[config.mk]
export PLATFORM = sky130hd
export DESIGN_NAME = get_d
export DESIGN_NICKNAME = d
export VERILOG_FILES = /design/src/rtl/get_d.sv
export SDC_FILE = /design/constraint.sdc
export NUM_CORES = 1
export LEC_CHECK = 0
export CORE_AREA = 2 2 39 41
export DETAILED_ROUTE_END_ITERATION = 12
export DIE_AREA = 0 0 41 43
export SYNTH_ARGS = -nofsm -noshare
export SYNTH_HDL_FRONTEND = slang
export SYNTH_SLANG_ARGS = --single-unit
[constraint.sdc]
create_clock -name clk -period 2.1 [get_ports clk]
set_input_delay 0.42 -clock clk [delete_from_list [all_inputs] [get_ports clk]]
set_output_delay 0.42 -clock clk [all_outputs]
set_load 0.01 [all_outputs]
[src/rtl/get_d.sv]
// get_d: signed-digit selection for E-mode/L-mode CORDIC-style iterations.
// Define GET_D_BYPASS_EN to make the digit outputs purely combinational.
module get_d #(
    parameter int W = 8
) (
    input  logic                clk,
    input  logic                rst,
    input  logic                ena,
    input  logic                mode,
    input  logic signed [W-1:0] u,
    input  logic signed [W-1:0] v,
    output logic        [1:0]   d_x,
    output logic        [1:0]   d_y
);
    localparam logic signed [W-1:0] HALF      = W'(2 ** (W - 5));
    localparam logic signed [W-1:0] FIVE8     = W'(5 * 2 ** (W - 7));
    localparam logic signed [W-1:0] NEG_HALF  = -HALF;
    localparam logic signed [W-1:0] NEG_FIVE8 = -FIVE8;
    localparam logic [1:0] POS = 2'b01;
    localparam logic [1:0] NEG = 2'b11;
    localparam logic [1:0] ZER = 2'b00;

    logic [1:0] d_x_d, d_y_d;

    // E-mode has an asymmetric lower threshold on u; L-mode flips the digit sign
    always_comb begin
        d_x_d = ZER;
        d_y_d = ZER;
        if (mode) begin
            d_x_d = (u <= NEG_HALF) ? POS : (u >= HALF) ? NEG : ZER;
            d_y_d = (v <= NEG_HALF) ? POS : (v >= HALF) ? NEG : ZER;
        end else begin
            d_x_d = (u <= NEG_FIVE8) ? NEG : (u >= HALF) ? POS : ZER;
            d_y_d = (v <= NEG_HALF)  ? NEG : (v >= HALF) ? POS : ZER;
        end
    end

`ifdef GET_D_BYPASS_EN
    logic unused;
    assign unused = ^{clk, rst, ena};
    assign d_x = d_x_d;
    assign d_y = d_y_d;
`else
    logic [1:0] d_x_q, d_y_q;

    always_ff @(posedge clk) begin
        if (rst) begin
            d_x_q <= ZER;
            d_y_q <= ZER;
        end else if (ena) begin
            d_x_q <= d_x_d;
            d_y_q <= d_y_d;
        end
    end

    assign d_x = d_x_q;
    assign d_y = d_y_q;
`endif
endmodule

==> results of run 1 <==
## placed cells by master, fill, tap and decap left out
cell type / n
a311oi_1: 3
a31oi_1: 1
a41oi_1: 1
clkbuf_4: 3
clkdlybuf4s50_1: 23
dfxtp_1: 4
inv_1: 1
nand2_1: 1
nand2b_1: 1
nand3_1: 2
nand3b_1: 1
nand4_1: 1
nor2_1: 3
nor2b_1: 2
nor3_1: 1
o211ai_1: 1
o21ai_0: 3
o21bai_1: 1
o31ai_1: 1
or4_1: 1
or4_4: 1
## routing by layer
layer	up-vias	global-route usage, %	part of all wire (%)
li1	174	-	-
met3	0	4.19	16
met5	-	0	0
met4	0	8.00	0
met2	23	10.6	37
met1	122	13.7	47
## stage by stage
stage          setup WS, ns  utilization (%)  cells
6_report              0.583             37.3     72
5_1_grt               0.529             37.3     72
4_1_cts               0.576             37.3     72
3_5_place_dp          0.357             35.7     69
3_3_place_gp          0.373             35.7     69
2_1_floorplan         0.845                -     31
## kinds of logic (layout without fill, tap and decap cells)
family	count (synthesis)	after routing	synth area share, %
and+or+nand+nor	14	14	32.8
AOI/OAI and AO/OA	11	11	31.8
DFF	4	4	32.3
buffers and inverters	2	27	3.03
## worst paths after layout
kind,from,end,slack (ns),depth (start not counted)
setup / recovery,d_x[1]$_SDFFE_PP0P_,d_x[1],0.58,1
hold / removal,d_y[1]$_SDFFE_PP0P_,d_y[1]$_SDFFE_PP0P_,0.49,2
setup reg to reg,d_x[1]$_SDFFE_PP0P_,d_x[1]$_SDFFE_PP0P_,1.39,2
hold reg to reg,d_y[1]$_SDFFE_PP0P_,d_y[1]$_SDFFE_PP0P_,0.49,2
## layout make-up
type                            count  area, µm²
Fill cell                         151        867
Tap cell                           16       20.0
Clock buffer                        3       22.5
Inverter                            1       3.75
Timing Repair Buffer               23        230
Multi-Input combinational cell     25        160
Sequential cell                     4       80.1
## registers in the layout (all words and copies together) (netlist names)
| name | cells |
|---|---|
| d_y | 2 |
| d_x | 2 |
## power by group through the flow
| stage | clock (mW) | combinational [mW] | sequential, mW |
|---|---|---|---|
| 4_1_cts | 0.0994 | 0.0750 | 0.0852 |
| 6_report | 0.0941 | 0.0744 | 0.0854 |
| 3_3_place_gp | 0 | 0.0746 | 0.0860 |
| 2_1_floorplan | 0 | 0.0185 | 0.0890 |
| 5_1_grt | 0.100 | 0.0826 | 0.0860 |
| 3_5_place_dp | 0 | 0.0749 | 0.0864 |
## worst register-to-register path: cells and delay by family, from the launching register on
family,cells,cell delay (ns)
simple gates,1,0.04
flops,1,0.33
compound gates,1,0.24
==> impl_results.md, run 1 <==
* Async S/R FF share, synth at 0%
* Worst slew margin at roughly four fifths
* Largest net degree at the start of global routing at 9
* Clock sink count at 4
* Distinct cell type count after synthesis at 20
* Sequential share of the synthesized area at 32.3%
* Routed len/inst at 9.15 µm
* NumNets Final at 78
* Share of cells above drive strength 1 at 7.14%
* Internal power at 197 µW
* Maximum clock frequency at between 600 and 700 MHz
* Worst path cell trace: clkdlybuf4s50_1
* Required time of the critical path at about 1.7 ns
* I/O Buffers at 23
* Leak Pwr at 0.183 nW
* Setup TNS Final at 0 ns
* CP Launch Type: flip-flop
* Post-CTS sizing at 0
* Layout area overhead at 109%
* RSZ-0062 raised after global routing: no
* Antenna viol nets, final at 0
* Worst IR Drop VDD at 0.121 mV
* First-pass GRT wire length at 1150 µm
* Gr ovfl total at 0
* Die ar. at 1760 µm²
* CP bufs+invs at 1
* Synth top cells by count: dfxtp_1 (4), a311oi_1 (3), nor2_1 (3), o21ai_0 (3)
* Ant diodes at 0
* DRT Pass-1 Iters at 4
* Combinational share of power at 29.3%
* Minimum clock period at 1.52 ns
* Root Driver: clkbuf_4
* Clock-pin slew on the worst setup and hold paths at 0.04 ns
* PwrDens at 491 nW/µm²
* Post-CTS Setup Inserts at 0
* Crit-path max cell delay at 0.54 ns
* Sw frac at between 20% and 30%
* Via density at around 4.4
* Synth top area cells: dfxtp_1 (32%), a311oi_1 (11%), o21ai_0 (6.1%)
* Clk pwr share at 37.1%
* Max Buffers Root-to-Sink at 2
* CTS Buf Count at 3
* Run status: complete, no violations
* Syn Area/Cell at 7.99 µm²
* DRC Markers at 0
* Initial antenna violation count at 0
* Post-DP HPWL at 569 µm
* Post-place instance area at just under 500 µm²
* Share of power burned in registers at 33.6%
* Syn Nets at 51
* Clock Latency Late Sink at 0.23 ns
* Max FO, Critical Path at 2
* Vias in the first global route at 296
* Chip width at 41 µm
* DRT iter0 DRCs at 8
* P_sw at 57.0 µW
* Most frequent cell after synthesis: dfxtp_1
* Actual slew at the worst max-slew pin at 0.278 ns
* Area leader, netlist: dfxtp_1
* H-tree levels at 1
* Cell Area, Synth at around 250 µm²
* Total Wirelength at 659 µm
* Final hold viol count at 0
* Setup-failing EPs final at 0
* Worst Setup End Kind: primary output
* GP Congestion at 0.697
* Dominant synthesized flop cell: dfxtp_1
* Warnings, synthesis at 0
* Hold Crit Class: flip-flop to flip-flop
* Crit-path leading delay family: buffers and inverters
* Seq cells post-synth at 4
* Initial Utilization at 17.9%
* Period utilization at between 70% and 80%
* Core area at 1380 µm²
* Max Cap Viol at 0
* Total global-route track usage at 9.72%
* Yosys top cell area share at between 30% and 40%
* # rows at 14
* Die H at between 40 and 50 µm
* Slowest CP cell: clkdlybuf4s50_1
* WP data arrival at 1.10 ns
* Hold bufs inserted after CTS at 0
* Syn Inst Count at 31
* Fin area at 517 µm²
* CTS tree: yes
* Crit Path Category: flip-flop to primary output
* Clock skew at 0 ns
* Worst hold slack at 0.490 ns
* Via Count at 319
* Post-synth EDFFs at 0
* IO Pins at 24
* Power, Total at 254 µW
* Final Max Tran Viols at 0
Note: power is estimated with default switching activity, not from simulation.
==> inputs of run 2 (changes only) <==
==> constraint.sdc (replaced) <==
create_clock -name clk -period 1.5 [get_ports clk]
set_input_delay 0.3 -clock clk [delete_from_list [all_inputs] [get_ports clk]]
set_output_delay 0.3 -clock clk [all_outputs]
set_load 0.01 [all_outputs]
==> results of run 2 <==
The final DEF is identical to that of run 1. Status: complete, no violations.
Among the figures that moved: setup slack after placement 0.357 ns -> -0.123 ns; setup slack after layout 0.583 ns -> 0.103 ns; register-to-register setup slack 1.39 ns -> 0.79 ns; total power 0.254 mW -> 0.355 mW; worst IR drop on VDD 0.121 mV -> 0.169 mV
==> inputs of run 3 (changes only) <==
--- a/config.mk
+++ b/config.mk
@@ -6,8 +6,10 @@
 export NUM_CORES = 1
 export LEC_CHECK = 0
 export CORE_AREA = 2 2 39 41
+export CTS_CLUSTER_SIZE = 8
 export DETAILED_ROUTE_END_ITERATION = 12
 export DIE_AREA = 0 0 41 43
+export SKIP_LAST_GASP = 1
 export SYNTH_ARGS = -nofsm -noshare
 export SYNTH_HDL_FRONTEND = slang
 export SYNTH_SLANG_ARGS = --single-unit
==> results of run 3 <==
The final DEF is identical to that of run 1. Status: complete, no violations.
Among the figures that moved: setup slack after placement 0.357 ns -> -0.123 ns; setup slack after layout 0.583 ns -> 0.103 ns; register-to-register setup slack 1.39 ns -> 0.79 ns; total power 0.254 mW -> 0.355 mW; worst IR drop on VDD 0.121 mV -> 0.169 mV
